<file path="config.mk">
export PLATFORM = sky130hd
export DESIGN_NAME = mm_seq
export DESIGN_NICKNAME = d
export VERILOG_FILES = /design/src/rtl/mm_seq.sv
export SDC_FILE = /design/constraint.sdc
export NUM_CORES = 1
export LEC_CHECK = 0
export CORE_MARGIN = 2
export CORE_UTILIZATION = 45
export DETAILED_ROUTE_END_ITERATION = 6
export PLACE_DENSITY = 0.86
export SKIP_CTS_REPAIR_TIMING = 1
export SLEW_MARGIN = 20
export SYNTH_ARGS = -nofsm -noshare
export SYNTH_HDL_FRONTEND = slang
export SYNTH_SLANG_ARGS = --single-unit
</file>
<file path="constraint.sdc">
create_clock -name i_clk -period 5.3 [get_ports i_clk]
set_clock_uncertainty 0.2 [all_clocks]
set_input_delay 0.795 -clock i_clk [delete_from_list [all_inputs] [get_ports i_clk]]
set_output_delay 0.795 -clock i_clk [all_outputs]
set_load 0.01 [all_outputs]
</file>
<file path="src/rtl/mm_seq.sv">
// rtl/mm_seq.sv - matrix-multiply tile sequencer; optional PPU-stall counter under MM_SEQ_PERF_EN
`ifndef INT4_VSQ
`define INT4_VSQ 2'd3
`endif

module mm_seq #(
  parameter int B_STEPS   = 16,
  parameter int K_STEPS   = 4,
  parameter int ROW_MAX   = 32,
  parameter int COL_MAX   = 32,
  parameter int B_KSTRIDE = 512,
  parameter int A_AW      = 7,
  parameter int B_AW      = 11
) (
  input  logic                         i_clk,
  input  logic                         i_rst,
  input  logic                         i_start,
  input  logic [1:0]                   i_mode,
  input  logic [$clog2(ROW_MAX)-1:0]   i_row_tiles,
  input  logic [$clog2(COL_MAX)-1:0]   i_col_tiles,
  input  logic                         i_abort,
  input  logic                         i_ppu_ready,
  output logic                         o_busy,
  output logic [1:0]                   o_mode,
  output logic                         o_findmax,
  output logic [A_AW-1:0]              o_a_addr,
  output logic [B_AW-1:0]              o_b_addr,
  output logic                         o_mac_en,
  output logic                         o_psum_clr,
  output logic                         o_acc_we,
  output logic [$clog2(B_STEPS)-1:0]   o_acc_addr,
  output logic                         o_ppu_start,
  output logic                         o_tile_done,
  output logic                         o_mtrx_done,
  output logic [31:0]                  o_stall_cnt
);

  localparam int BW = $clog2(B_STEPS);
  localparam int KW = $clog2(K_STEPS);
  localparam int RW = $clog2(ROW_MAX);
  localparam int CW = $clog2(COL_MAX);

  typedef enum logic [1:0] {
    IDLE = 2'd0,
    MAX  = 2'd1,
    CALC = 2'd2
  } state_t;

  state_t          state, state_nxt;
  logic [BW-1:0]   b_cnt;
  logic [KW-1:0]   a_cnt;
  logic [CW-1:0]   col_cnt;
  logic [RW-1:0]   row_cnt;
  logic [1:0]      mode_q;
  logic [RW-1:0]   row_tiles_q;
  logic [CW-1:0]   col_tiles_q;
  logic            ppu_start_q;
  logic            tile_done_q;
  logic            mtrx_done_q;

  logic busy, b_last, a_last, col_last, row_last, at_l, issue, start_go, final_step;

  assign busy       = (state != IDLE);
  assign b_last     = (b_cnt == BW'(B_STEPS - 1));
  assign a_last     = (a_cnt == KW'(K_STEPS - 1));
  assign col_last   = (col_cnt == col_tiles_q);
  assign row_last   = (row_cnt == row_tiles_q);
  assign at_l       = b_last && a_last;
  // The last step of a tile waits for the PPU; every other step issues unconditionally.
  assign issue      = busy && !(at_l && !i_ppu_ready);
  assign start_go   = (state == IDLE) && i_start && !i_abort;
  assign final_step = issue && at_l && col_last && row_last;

  // State register.
  always_ff @(posedge i_clk) begin
    if (i_rst) state <= IDLE;
    else       state <= state_nxt;
  end

  // Next-state logic; abort overrides everything.
  always_comb begin
    state_nxt = state;
    if (i_abort) begin
      state_nxt = IDLE;
    end else begin
      case (state)
        IDLE: if (i_start) state_nxt = (i_mode == `INT4_VSQ) ? CALC : MAX;
        MAX:  if (final_step) state_nxt = CALC;
        CALC: if (final_step) state_nxt = IDLE;
        default: state_nxt = IDLE;
      endcase
    end
  end

  // Job parameters are captured once per start so the caller may change them mid-job.
  always_ff @(posedge i_clk) begin
    if (i_rst) begin
      mode_q      <= '0;
      row_tiles_q <= '0;
      col_tiles_q <= '0;
    end else if (start_go) begin
      mode_q      <= i_mode;
      row_tiles_q <= i_row_tiles;
      col_tiles_q <= i_col_tiles;
    end
  end

  // Nested step counters; the final step wraps every counter, which also rearms MAX->CALC.
  always_ff @(posedge i_clk) begin
    if (i_rst || i_abort || start_go) begin
      b_cnt   <= '0;
      a_cnt   <= '0;
      col_cnt <= '0;
      row_cnt <= '0;
    end else if (issue) begin
      if (!b_last) begin
        b_cnt <= b_cnt + 1'b1;
      end else begin
        b_cnt <= '0;
        if (!a_last) begin
          a_cnt <= a_cnt + 1'b1;
        end else begin
          a_cnt <= '0;
          if (!col_last) begin
            col_cnt <= col_cnt + 1'b1;
          end else begin
            col_cnt <= '0;
            row_cnt <= row_last ? '0 : row_cnt + 1'b1;
          end
        end
      end
    end
  end

  // Completion pulses, registered one cycle after the last step of a tile issues.
  always_ff @(posedge i_clk) begin
    if (i_rst || i_abort) begin
      ppu_start_q <= 1'b0;
      tile_done_q <= 1'b0;
      mtrx_done_q <= 1'b0;
    end else begin
      ppu_start_q <= issue && at_l;
      tile_done_q <= issue && at_l && (state == CALC);
      mtrx_done_q <= final_step && (state == CALC);
    end
  end

`ifdef MM_SEQ_PERF_EN
  logic [31:0] stall_q;

  // Counts cycles lost waiting on the PPU at the last step; saturates rather than wraps.
  always_ff @(posedge i_clk) begin
    if (i_rst || start_go) begin
      stall_q <= '0;
    end else if (busy && at_l && !i_ppu_ready && (stall_q != 32'hFFFF_FFFF)) begin
      stall_q <= stall_q + 32'd1;
    end
  end

  assign o_stall_cnt = stall_q;
`else
  assign o_stall_cnt = '0;
`endif

  assign o_busy      = busy;
  assign o_mode      = mode_q;
  assign o_findmax   = (state == MAX);
  assign o_mac_en    = issue;
  assign o_acc_we    = issue;
  assign o_psum_clr  = busy && (a_cnt == '0);
  assign o_acc_addr  = b_cnt;
  assign o_a_addr    = A_AW'(a_cnt) + A_AW'(row_cnt) * A_AW'(K_STEPS);
  assign o_b_addr    = B_AW'(b_cnt) + B_AW'(col_cnt) * B_AW'(B_STEPS) + B_AW'(a_cnt) * B_AW'(B_KSTRIDE);
  assign o_ppu_start = ppu_start_q;
  assign o_tile_done = tile_done_q;
  assign o_mtrx_done = mtrx_done_q;

endmodule

</file>
Yosys cells after proc, flatten, opt, wreduce, memory -nomap -nowiden
Index checks and enable logic that the tools add are counted.
W data, S select, Z words.

operators by class
  reductions and logical operators = 24
  $add $sub $neg = 7
  equal/unequal tests = 10
  multiplexer cells = 9

operators with widths
  operator               number
  $add A10 B11 Y11       1
  $logic_and A1 B1 Y1    11
  $add A4 B9 Y10         1
  $add A5 B1 Y5 const B  2
  $eq A5 B5 Y1           2
  $mux W2                5
  $mux W5                2
  $add A2 B7 Y7          1
  $eq A2 B2 Y1 const B   3
  $pmux W2 S3            1
  $reduce_and A3 Y1      2
  $add A4 B1 Y4 const B  1
  $eq A4 B4 Y1 const B   1
  $logic_not A2 Y1       2
  $mux W4                1
  $ne A2 B2 Y1 const B   2
  $reduce_and A4 Y1      1
  $logic_not A1 Y1       3
  $add A2 B1 Y2 const B  1
  $eq A2 B1 Y1 const B   1
  $logic_or A1 B1 Y1     2
  $ne A2 B1 Y1 const B   1
  $reduce_and A2 Y1      1
  $reduce_bool A2 Y1     1
  $reduce_or A2 Y1       1

word-level totals
  bits of input ports = 17
  flip-flop bits (word level) = 33

Longest topological paths before layout
  depth after elaboration = 10
  mapped depth = 8
  mapped depth without buffers = 6

Worst setup path after synthesis
No wires, ideal clock.

  path type = flip-flop to output port
  start point = register b_cnt[0], in the netlist o_acc_addr[0]
  end point = output port o_mac_en
  slack = 2,928 ps
  arrival = 1,377 ps
  required time = 4,305 ps
  stages on the path, launching flop included = 6
  cells stage by stage = dfxtp_1 > ha_1 > and3_1 > buf_6 > a31oi_4 > buf_4

on the way
  cells in the longest elaborated chain, start to end = 5

RTL lines
  what                    line  RTL
  start, declared         50    logic [BW-1:0] b_cnt;
  start signal, assigned  117   b_cnt <= b_cnt + 1'b1;
  $eq A4 B4 Y1            64    assign b_last = (b_cnt == BW'(B_STEPS - 1));
  $logic_and A1 B1 Y1     68    assign at_l = b_last && a_last;
  $logic_and A1 B1 Y1     70    assign issue = busy && !(at_l && !i_ppu_ready);
  $logic_not A1 Y1        70
  $logic_and A1 B1 Y1     70
  end, declared           28    output logic o_mac_en,

Every way passes these cells.

Worst setup path after layout
  start point = input port i_ppu_ready
  end point = output port o_acc_we

on the way
  cells in the longest elaborated chain, start to end = 4

RTL lines
  what                 line  RTL
  start, declared      22    input logic i_ppu_ready,
  $logic_not A1 Y1     70
  $logic_and A1 B1 Y1  70
  $logic_not A1 Y1     70
  $logic_and A1 B1 Y1  70
  end, declared        30    output logic o_acc_we,

Every way passes these cells.

==> results.toml <==
[finish]
fin_cells = 317
multi_input_area_um2 = 935
drive_above_1_share_pct = 5.24
regArea_um2 = 661
syn_to_final_growth_pct = 22.4
fill_cells = 366
fin_util_pct = 56.6
diodes = 0
fin_nets = 289
fin_area_um2 = 2250

[floorplanning]
ioPinCount = 81
initial_core_util_pct = 46.2
core_um2 = 3970
num_rows = 23
die_area_um2 = 4610
die_height_um = 67.9
die_w_um = 67.9

[place]
dpl_cell_area_um2 = 2160
hpwl_um = 2680
routabilityCongestion = 0.735
port_buffers = 48
placedCellCount = 310
post-place-ws_ps = 2060

[pwr]
p_leak_nw = 0.872
p_per_area_nw_per_um2 = 228
ir_drop_mv = 0.172
total_power_mw = 0.513

[hold_path]
hold_path_class = "flop to flop"

[synth]
synth_top_family_by_area = "simple AND/OR/NAND/NOR gates"
synth_cells = 227
synth_adder_area_share_pct = 3.41
ys.flop_type = "dfxtp_1"
async_flop_share_pct = 0
synth.ff_latch_count = 33
synthTopCellsByArea = "dfxtp_1 (36%), buf_4 (16%), nand2_1 (8.2%), a21oi_1 (6.5%), xor2_1 (4.3%)"
synthSimpleGateAreaFrac_pct = 21.8
yosysMostFrequentCell = "nand2_1"
synth_top_area_share_pct = 36.0
yosysTopAreaCell = "dfxtp_1"
synth_edf_count = 0
syn_area_um2 = 1840
synth_compound_area_share_pct = 11.5
syn_avg_cell_area_um2 = 8.09
synthXorXnorAreaFrac_pct = 7.16
yosysSeqAreaShare_pct = 36.0
synth_commonest_cells = "nand2_1 (40), buf_4 (39), dfxtp_1 (33), a21oi_1 (24), nor2_1 (13)"
synth.distinct_cells = 36
yosysWarnings = 0
synthMuxAreaShare_pct = 0.545

[setup_path]
crit_chain = "clkdlybuf4s50_1 -> inv_1 -> a31oi_4 -> clkdlybuf4s50_1"
critPathLaunchType = "input pin"
critical_path_class = "input pin to output port"
crit_required_ps = 4300
crit_top_cell = "clkdlybuf4s50_1"
end_kind = "output port"
cpMaxStageDelayCell = "clkdlybuf4s50_1"
cp.arrival_ps = 2260
max_stage_delay_ps = 590
critPathMaxFanout = 8

[run]
maxCapViolCount = 0

[sta]
fmax_ghz = 0.308
slew_headroom_pct = 40.9
finalSetupTns_ps = 0
fin_crit_sh_pct = 61.3
finalCriticalPeriod_ps = 3250
finalMaxSlewViolations = 0
setup_viol = 0
hold_viol = 0
worst_slack_ps = 2050
tightest_slew_ps = 883
hold_ws_ps = 270
rsz0062_at_grt = "false"

[clock_tree]
cts_tree = "built"
cts_buffers = 5
clkSinkCount = 33
root_buffer = "clkbuf_8"
clk_latency_ps = 280
clockBufferDepth = 2
h-tree-depth = 2
clk_pin_slew_ps = 60

[global_routing]
grt_antenna_before_repair = 0
grt_pass1_wl_um = 5530
grtUsageTotal_pct = 16.0
globalRoute.totalOverflow = 0
grt_max_degree = 16
grt_pass1_vias = 1221

[detailed_routing]
wl_per_cell_um = 11.5
dr.pass1.iters = 4
route.detailed.drc = 0
routed_wirelength_um = 3650
drt_iter0_drc = 67
routed_via_density = 4.76
final_antenna_net_count = 0
vias = 1509

[outcome]
status = "complete, no violations"
placed cells by master, fill, tap and decap left out, drive strengths merged, types with 2 or more instances in the layout:
cell	instances
or3	4
xnor2	6
nand2	41
a21oi	24
ha	5
a31oi	2
xor2	9
conb	32
clkbuf	7
o21ai	6
nand3	8
nor2	14
inv	6
nor3	6
dfxtp	33
nand3b	2
clkdlybuf4s50	48
a21boi	2
nand4	3
metal layers:
metal | routed length [um] | track usage [%]
met4 | 23 | 7.75
met2 | 1760 | 26.1
met1 | 1490 | 19.5
met3 | 373 | 4.61
met5 | 0 | 0
power breakdown:
part / total [mW] / switching (mW) / leakage, nW / internal, mW
Clock: 0.185 / 0.0819 / 0.0443 / 0.103
Sequential: 0.257 / 0.00383 / 0.267 / 0.254
Combinational: 0.0712 / 0.0423 / 0.560 / 0.0290
worst paths after layout:
kind	startpoint	depth (start not counted)	endpoint	slack, ps
setup reg to reg	o_acc_addr[0]	6	row_cnt[3]	2980
setup / recovery	i_ppu_ready	4	o_acc_we	2050
hold reg to reg	o_mode[0]	2	o_mode[0]	270
hold / removal	o_mode[0]	2	o_mode[0]	270
cell families after synthesis:
logic type               after synthesis
AO/OA/AOI/OAI                         36
XOR/XNOR                              15
adder cells (fa/ha/maj)                5
buffers and inverters                 52
flip-flops                            33
multiplexers                           1
other                                  1
AND/OR/NAND/NOR                       84
state kept, by name, summed over array words and instances (netlist names):
signal / count
o_mtrx_done: 1
row_tiles_q: 5
col_cnt: 5
o_tile_done: 1
o_acc_addr: 4
a_cnt: 2
col_tiles_q: 5
row_cnt: 5
o_ppu_start: 1
state: 2
o_mode: 2
layout make-up:
cell class,count,area share [%]
Timing Repair Buffer,48,21.4
Clock buffer,7,3.84
Tap cell,50,2.78
Multi-Input combinational cell,173,41.6
Sequential cell,33,29.4
Inverter,6,1.00
critical path, delay by kind of cell:
kind | cells | cell delay, ps
buffers and inverters | 3 | 1210
AOI/OAI and AO/OA | 1 | 250
No activity file was read; power rests on OpenSTA's default activity.
